File: config.mk
export PLATFORM = sky130hd
export DESIGN_NAME = fc_layer_sequencer
export DESIGN_NICKNAME = d
export VERILOG_FILES = /design/src/rtl/fc_layer_sequencer.sv
export SDC_FILE = /design/constraint.sdc
export NUM_CORES = 1
export LEC_CHECK = 0
export BUFFER_PORTS_ARGS = -buffer_cell sky130_fd_sc_hd__buf_2
export CAP_MARGIN = 20
export CORE_AREA = 2 2 444 446
export DETAILED_ROUTE_END_ITERATION = 8
export DIE_AREA = 0 0 446 448
export HOLD_SLACK_MARGIN = 0.03
export PLACE_DENSITY = 0.4
export SETUP_SLACK_MARGIN = 0.02
export SLEW_MARGIN = 25
export SYNTH_ARGS = -nofsm -noshare
export SYNTH_HDL_FRONTEND = slang
export SYNTH_SLANG_ARGS = --single-unit
File: constraint.sdc
create_clock -name clk -period 35.1 [get_ports clk]
set_input_delay 7.02 -clock clk [delete_from_list [all_inputs] [get_ports clk]]
set_output_delay 7.02 -clock clk [all_outputs]
set_load 0.02 [all_outputs]
File: src/rtl/fc_layer_sequencer.sv
// Fully-connected layer sequencer: streams input/weight chunks into FC_compute,
// accumulates chunk dot products on a per-neuron bias and writes fp16 results.
module fc_layer_sequencer #(
    parameter int DATAWIDTH      = 16,
    parameter int Mult_Add_Units = 16,
    parameter int CNT_W          = 10,
    parameter int W_ADDR_W       = 16
) (
    input  logic                                clk,
    input  logic                                reset,
    input  logic                                start,
    input  logic [CNT_W-1:0]                    num_chunks,
    input  logic [CNT_W-1:0]                    num_outputs,
    input  logic                                relu_en,
    output logic                                busy,
    output logic                                done,
    output logic                                in_rd_en,
    output logic [CNT_W-1:0]                    in_addr,
    input  logic [DATAWIDTH*Mult_Add_Units-1:0] in_data,
    output logic                                w_rd_en,
    output logic [W_ADDR_W-1:0]                 w_addr,
    input  logic [DATAWIDTH*Mult_Add_Units-1:0] w_data,
    output logic                                bias_rd_en,
    output logic [CNT_W-1:0]                    bias_addr,
    input  logic [DATAWIDTH-1:0]                bias_data,
    output logic [DATAWIDTH*Mult_Add_Units-1:0] fc_input_data,
    output logic [DATAWIDTH*Mult_Add_Units-1:0] fc_weights,
    input  logic [DATAWIDTH-1:0]                fc_result,
    output logic                                out_wr_en,
    output logic [CNT_W-1:0]                    out_addr,
    output logic [DATAWIDTH-1:0]                out_data
);

    typedef enum logic [2:0] {
        IDLE, LOAD_BIAS, STREAM, DRAIN, WRITE, DONE
    } state_t;

    state_t               state;
    logic [CNT_W-1:0]     n_q, m_q, j;
    logic                 relu_q;
    logic [W_ADDR_W-1:0]  wcnt;
    logic                 dcnt;
    logic [1:0]           vld;
    logic                 bias_pend;
    logic [DATAWIDTH-1:0] acc, acc_next, res;

    // fp16 adder, round-to-nearest-even, inf/nan passed through
    function automatic logic [15:0] fadd16(input logic [15:0] a, input logic [15:0] b);
        logic [15:0] x, y;
        logic [13:0] mx, my, lost;
        logic [14:0] s;
        logic [11:0] m;
        logic        rnd;
        int          e, d;
        if (a[14:10] == 5'h1f) return a;
        if (b[14:10] == 5'h1f) return b;
        if (a[14:0] >= b[14:0]) begin x = a; y = b; end
        else begin x = b; y = a; end
        mx = {x[14:10] != 5'd0, x[9:0], 3'b000};
        my = {y[14:10] != 5'd0, y[9:0], 3'b000};
        e  = (x[14:10] == 5'd0) ? 1 : int'(x[14:10]);
        d  = e - ((y[14:10] == 5'd0) ? 1 : int'(y[14:10]));
        if (d > 13) begin
            my = {13'd0, |my};
        end else begin
            lost = my & ((14'd1 << d) - 14'd1);
            my   = (my >> d) | {13'd0, |lost};
        end
        if (x[15] == y[15]) s = {1'b0, mx} + {1'b0, my};
        else s = {1'b0, mx} - {1'b0, my};
        if (s == 15'd0) return 16'h0000;
        if (s[14]) begin
            s = {1'b0, s[14:2], s[1] | s[0]};
            e = e + 1;
        end
        for (int i = 0; i < 13; i++) begin
            if (!s[13] && e > 1) begin
                s = s << 1;
                e = e - 1;
            end
        end
        rnd = s[2] & (s[1] | s[0] | s[3]);
        m   = {1'b0, s[13:3]} + {11'd0, rnd};
        if (m[11]) begin
            m = m >> 1;
            e = e + 1;
        end
        if (e >= 31) return {x[15], 5'h1f, 10'h000};
        return {x[15], m[10] ? 5'(e) : 5'd0, m[9:0]};
    endfunction

    // bias load and first accumulate are two cycles apart, never colliding
    always_comb begin
        acc_next = acc;
        if (bias_pend) acc_next = bias_data;
        else if (vld[1]) acc_next = fadd16(acc, fc_result);
        res = (relu_q && acc_next[15]) ? '0 : acc_next;
    end

    always_ff @(posedge clk or negedge reset) begin
        if (!reset) begin
            vld           <= '0;
            bias_pend     <= 1'b0;
            acc           <= '0;
            fc_input_data <= '0;
            fc_weights    <= '0;
        end else begin
            vld       <= {vld[0], in_rd_en};
            bias_pend <= bias_rd_en;
            acc       <= acc_next;
            if (vld[0]) begin
                fc_input_data <= in_data;
                fc_weights    <= w_data;
            end
        end
    end

    always_ff @(posedge clk or negedge reset) begin
        if (!reset) begin
            state      <= IDLE;
            n_q        <= '0;
            m_q        <= '0;
            j          <= '0;
            relu_q     <= 1'b0;
            wcnt       <= '0;
            dcnt       <= 1'b0;
            busy       <= 1'b0;
            done       <= 1'b0;
            in_rd_en   <= 1'b0;
            in_addr    <= '0;
            w_rd_en    <= 1'b0;
            w_addr     <= '0;
            bias_rd_en <= 1'b0;
            bias_addr  <= '0;
            out_wr_en  <= 1'b0;
            out_addr   <= '0;
            out_data   <= '0;
        end else begin
            unique case (state)
                IDLE: if (start) begin
                    n_q    <= num_chunks;
                    m_q    <= num_outputs;
                    relu_q <= relu_en;
                    j      <= '0;
                    wcnt   <= '0;
                    busy   <= 1'b1;
                    if (num_outputs == '0) begin
                        state <= DONE;
                        done  <= 1'b1;
                    end else begin
                        state      <= LOAD_BIAS;
                        bias_rd_en <= 1'b1;
                        bias_addr  <= '0;
                    end
                end
                LOAD_BIAS: begin
                    bias_rd_en <= 1'b0;
                    dcnt       <= 1'b0;
                    if (n_q == '0) begin
                        state <= DRAIN;
                    end else begin
                        state    <= STREAM;
                        in_rd_en <= 1'b1;
                        w_rd_en  <= 1'b1;
                        in_addr  <= '0;
                        w_addr   <= wcnt;
                        wcnt     <= wcnt + 1'b1;
                    end
                end
                STREAM: begin
                    if (in_addr == n_q - 1'b1) begin
                        state    <= DRAIN;
                        in_rd_en <= 1'b0;
                        w_rd_en  <= 1'b0;
                    end else begin
                        in_addr <= in_addr + 1'b1;
                        w_addr  <= wcnt;
                        wcnt    <= wcnt + 1'b1;
                    end
                end
                DRAIN: begin
                    dcnt <= 1'b1;
                    if (dcnt) begin
                        state     <= WRITE;
                        out_wr_en <= 1'b1;
                        out_addr  <= j;
                        out_data  <= res;
                    end
                end
                WRITE: begin
                    out_wr_en <= 1'b0;
                    if (j == m_q - 1'b1) begin
                        state <= DONE;
                        done  <= 1'b1;
                    end else begin
                        j          <= j + 1'b1;
                        state      <= LOAD_BIAS;
                        bias_rd_en <= 1'b1;
                        bias_addr  <= j + 1'b1;
                    end
                end
                DONE: begin
                    done  <= 1'b0;
                    busy  <= 1'b0;
                    state <= IDLE;
                end
                default: state <= IDLE;
            endcase
        end
    end

endmodule
==> flow_summary.json, run 1 <==
{
  "ioPinCount": 1148,
  "routed_wl_mm": 259,
  "synth_ff_type": "dfrtp_1",
  "synth_most_common_cell": "dfrtp_1",
  "regToRegEndpoint": "out_data[10]$_DFFE_PN0P_",
  "placed_area_um2": 48500,
  "drcViolationCount": 0,
  "tightest_slew_ns": 1.06,
  "startpoint_type": "input port",
  "wire_per_inst_um": 33.8,
  "fp.dieW_um": 446,
  "rows": 162,
  "area.sequential_um2": 16200,
  "worstPathMaxFanout": 21,
  "clock-root-buffer": "clkbuf_16",
  "insertion_delay_ns": 0.72,
  "ys_top_cells_by_area": "dfrtp_1, mux2_2, nor2_1",
  "antenna_found_initial": 194,
  "via_per_inst": 4.84,
  "chipHeight_um": 448,
  "run_status": "complete, no violations",
  "drv_cap": 0,
  "hold_buffers": 0,
  "cts_buffers": 83,
  "cpMaxStageDelayCell": "xnor2_2",
  "cts-resized-gates": 0,
  "required_ns": 35.76,
  "syn_area_um2": 37700,
  "clock_sinks": 649,
  "ys_warn_count": 0,
  "dieArea_um2": 200000,
  "drt_iter0_drc": 3832,
  "slowest_delay_ns": 0.85,
  "clk_pin_slew_ns": 0.06,
  "overflow": 0,
  "ys_types": 139,
  "drt_pass1_iterations": 5,
  "initial_core_util": 0.194,
  "critical_path_class": "input port to flop",
  "min_path_cells": 2,
  "avgSynthCellArea_um2": 10.5,
  "syn-num-nets": 4229,
  "slew_violations": 0,
  "hold_viol": 0,
  "ys_async_sr_fraction": 1.00,
  "cp.arrival_ns": 33.58,
  "h-tree-depth": 3,
  "holdPathEnd": "out_wr_en$_DFFE_PN0P_",
  "netlist.area_leader.share": 0.431,
  "synth_edf_count": 0,
  "seq_area_frac_synth": 0.431,
  "period_needed_ns": 32.92,
  "synth-seq-cells": 649,
  "clk_path_buf_depth": 3,
  "grt_pass1_wl_mm": 335,
  "cp_common_cell": "ha_1",
  "syn_to_final_growth_pct": 36.8,
  "final_area_um2": 51600,
  "vias": 37100,
  "reg2reg_slack_ns": 8.12,
  "finalCritPeriodShare": 0.938,
  "io_buffers": 1147,
  "hold_path.class": "flop to flop",
  "dpl.hpwl_mm": 222,
  "r2r_start": "acc[14]$_DFF_PN0_",
  "fin_worst_skew_ns": 0.0657,
  "synth_top_cell_by_area": "dfrtp_1",
  "holdWs_ns": 0.491,
  "grt_pass1_vias": 35000,
  "globalRouteTotalUtil": 0.250,
  "ant_nets": 0,
  "fmax_mhz": 30.4,
  "gp_congestion": 0.984,
  "synthCells": 3583,
  "final_net_count": 5600,
  "rsz0062_at_grt": "no",
  "fillers": 21000,
  "hp-start": "out_wr_en$_DFFE_PN0P_",
  "cts_tree": "done",
  "reg2regPathDepth": 117,
  "final_util": 0.265,
  "drive_gt1_frac": 0.463,
  "core_um2": 195000,
  "end_kind": "flop",
  "synthTopCellsByCount": "dfrtp_1, mux2_2, nor2_1, nand2_1, a21oi_1",
  "grt_max_degree": 168,
  "max_slew_margin": 0.291,
  "multi_input_area_um2": 20500,
  "post-cts-setup-buffer-count": 0,
  "setup-tns-final_ns": 0,
  "setup_viol": 0
}
[worst max path at each step]
stage / depth (start not counted) / to / from
after floorplan: 144 / out_data[14]$_DFFE_PN0P_ / fc_result[13]
after global placement: 114 / out_data[14]$_DFFE_PN0P_ / fc_result[2]
after detailed placement: 118 / out_data[10]$_DFFE_PN0P_ / fc_result[14]
after CTS: 118 / out_data[10]$_DFFE_PN0P_ / fc_result[14]
after global routing: 124 / out_data[10]$_DFFE_PN0P_ / fc_result[14]
final: 119 / out_data[10]$_DFFE_PN0P_ / fc_result[14]
[cell families (layout without fill, tap and decap cells)]
family	Yosys count	in the layout	synth area share
muxes	685	685	0.203
adders and majority gates	78	78	0.0263
other	0	104	0
buffers and inverters	272	1708	0.0294
and+or+nand+nor	984	984	0.129
xor gates and xnor gates	142	142	0.0338
DFF	649	649	0.431
AOI/OAI and AO/OA	773	773	0.148
[cell usage in the layout (no fill, tap or decap), types with 39 or more instances in the layout]
| master | n |
|---|---|
| buf_2 | 1146 |
| clkbuf_16 | 83 |
| nor2_1 | 286 |
| xor2_1 | 51 |
| dfrtp_1 | 648 |
| mux2_2 | 593 |
| and3_1 | 39 |
| xnor2_1 | 83 |
| nand3_1 | 81 |
| mux2i_1 | 86 |
| buf_4 | 304 |
| nand2_1 | 264 |
| a21oi_1 | 172 |
| inv_1 | 100 |
| nor3_1 | 57 |
| ha_1 | 75 |
| o21ai_0 | 156 |
| diode_2 | 104 |
[worst max-delay path, delay by kind of cell]
kind	cells	cell delay, ns
muxes	2	0.78
adders and majority gates	18	4.71
AOI/OAI and AO/OA	43	10.23
and+or+nand+nor	36	6.58
buffers and inverters	11	1.36
xor gates and xnor gates	9	2.93
[per-stage QoR]
step                setup slack, ns  cells
detailed placement             1.97   7411
finish                         2.18   7665
floorplan                    0.0383   3583
global route                 0.0481   7585
CTS                            2.56   7561
global placement               2.45   7411
[flip-flops by register name (all words and copies together), names as in the netlist, 2 cells and up]
| register | count |
|---|---|
| n_q | 10 |
| fc_input_data | 256 |
| wcnt | 16 |
| fc_weights | 256 |
| out_addr | 10 |
| vld | 2 |
| in_addr | 10 |
| w_addr | 16 |
| out_data | 16 |
| bias_addr | 10 |
| j | 10 |
| state | 3 |
| m_q | 10 |
| acc | 16 |
[routing by layer]
metal  up-vias  wire length [µm]  track usage
li1      16000                 -            -
met1     18800            114000        0.342
met2      1826            107000        0.357
met3       423             29800        0.105
met4        34              7380       0.0666
met5         -               421            0
[cell type report]
class / instances / share of cell area
Clock buffer: 122 / 0.0460
Clock inverter: 28 / 0.00980
Antenna cell: 104 / 0.00504
Timing Repair Buffer: 1455 / 0.157
Inverter: 103 / 0.00749
Multi-Input combinational cell: 2662 / 0.398
Sequential cell: 649 / 0.315
Tap cell: 2542 / 0.0616
Power of run 1 is not shown: default switching activity piles up to over one toggle a cycle in this logic, so the estimate is an artifact.
==> inputs of run 2 (changes only) <==
Settings changed: CORE_AREA 2 2 444 446 to 2 2 453 455, CTS_BUF_LIST set to sky130_fd_sc_hd__clkbuf_2 sky130_fd_sc_hd__clkbuf_4 sky130_fd_sc_hd__clkbuf_8, DIE_AREA 0 0 446 448 to 0 0 455 457, PLACE_DENSITY 0.4 to 0.39.
==> flow_summary.json, run 2 (synthesis gave the netlist of run 1 again) <==
{
  "run_status": "complete, no violations",
  "drt_pass1_iterations": 6,
  "worstPathMaxFanout": 24,
  "syn_to_final_growth_pct": 37.4,
  "cts_buffers": 131,
  "drcViolationCount": 0,
  "routed_wl_mm": 251,
  "h-tree-depth": 4,
  "fin_worst_skew_ns": 0.0626,
  "slew_violations": 0,
  "rows": 166,
  "cp.arrival_ns": 33.26,
  "fmax_mhz": 30.8,
  "dpl.hpwl_mm": 215,
  "setup-tns-final_ns": 0,
  "ant_nets": 0,
  "core_um2": 203000,
  "dieArea_um2": 208000,
  "post-cts-setup-buffer-count": 0,
  "cts_tree": "done",
  "required_ns": 35.87,
  "insertion_delay_ns": 0.92,
  "clk_pin_slew_ns": 0.06,
  "final_util": 0.255,
  "final_net_count": 5673,
  "worst_slack_ns": 2.61,
  "grt_pass1_wl_mm": 330,
  "setup_viol": 0,
  "drt_iter0_drc": 3630,
  "period_needed_ns": 32.49,
  "initial_core_util": 0.185,
  "startpoint_type": "input port",
  "cp_top_family": "compound AO/OA/AOI/OAI gates",
  "chipHeight_um": 457,
  "antenna_found_initial": 168,
  "overflow": 0,
  "io_buffers": 1147,
  "globalRouteTotalUtil": 0.234,
  "cpMaxStageDelayCell": "xnor2_2",
  "critical_path_class": "input port to flop",
  "final_cell_mix": "buf_2, dfrtp_1, mux2_2",
  "hold_viol": 0,
  "drive_gt1_frac": 0.478,
  "rsz0062_at_grt": "no",
  "cp_common_cell": "ha_1",
  "clock_sinks": 649,
  "slowest_delay_ns": 0.80,
  "dp_slack_ns": 2.11,
  "max_slew_margin": 0.328,
  "end_kind": "flop",
  "vias": 36900,
  "drv_cap": 0,
  "fp.dieW_um": 455,
  "grt_max_degree": 106,
  "grt_pass1_vias": 36200,
  "clk_path_buf_depth": 3,
  "final_common_cell": "buf_2",
  "tightest_slew_ns": 1.01,
  "top_regs": "fc_input_data: 256 flops, fc_weights: 256 flops",
  "ioPinCount": 1148,
  "cts-resized-gates": 0,
  "clock-root-buffer": "clkbuf_8",
  "wire_per_inst_um": 31.8,
  "finalCritPeriodShare": 0.926,
  "via_per_inst": 4.68,
  "cp_num_buf_inv": 12,
  "hold_buffers": 0,
  "hold_path.class": "flop to flop",
  "gp_congestion": 0.947
}
-- run 2: cell types whose count changed in the layout (fill, tap and decap cells not counted), sizes merged --
cell      before   now
diode        104    63
buf         1455  1480
clkinvlp       3     2
bufinv         9     7
inv          106   112
clkbuf       122   195
-- run 2: final timing paths --
| path | start | end | slack (ns) | cells past startpoint |
|---|---|---|---|---|
| worst min-delay path | out_addr[6]$_DFFE_PN0P_ | out_addr[6]$_DFFE_PN0P_ | 0.48 | 2 |
| worst min register to register | out_addr[6]$_DFFE_PN0P_ | out_addr[6]$_DFFE_PN0P_ | 0.48 | 2 |
| max in group asynchronous | reset | busy$_DFFE_PN0P_ | 25.85 | 4 |
| min in group asynchronous | reset | fc_weights[106]$_DFFE_PN0P_ | 6.20 | 1 |
| worst max register to register | acc[14]$_DFF_PN0_ | out_data[11]$_DFFE_PN0P_ | 8.38 | 114 |
| worst max-delay path | fc_result[14] | out_data[11]$_DFFE_PN0P_ | 2.61 | 116 |
-- run 2: per-layer routing --
metal	GRT usage	part of all wire	up-vias
met1	0.336	0.46	18500
met3	0.0799	0.10	398
li1	-	-	16100
met5	0	0.00073	-
met4	0.0692	0.032	30
met2	0.327	0.40	1791
-- run 2: layout make-up --
class / instances / area (µm²)
clock buffers: 195 / 2410
inverters: 103 / 387
fillers: 22000 / 152000
diodes: 63 / 158
clock inverters: 31 / 474
flip-flops and latches: 649 / 16200
repair buffers: 1480 / 8270
well taps: 2688 / 3360
multi-input cells: 2662 / 20500
-- run 2: metrics by stage --
stage	cells	hold WS (ns)	cell area [µm²]
6_report	7871	0.476	51800
5_1_grt	7836	0.511	51700
4_1_cts	7807	0.481	51700
3_5_place_dp	7581	0.469	48800
3_3_place_gp	7581	0.465	48800
2_1_floorplan	3583	0.352	37900
-- run 2: worst min-delay path, stage by stage (launching register included) --
cell	delay [ns]
dfrtp_1	0.34
nand2_1	0.05
o21ai_0	0.06
Power of run 2 is left out for the same reason.
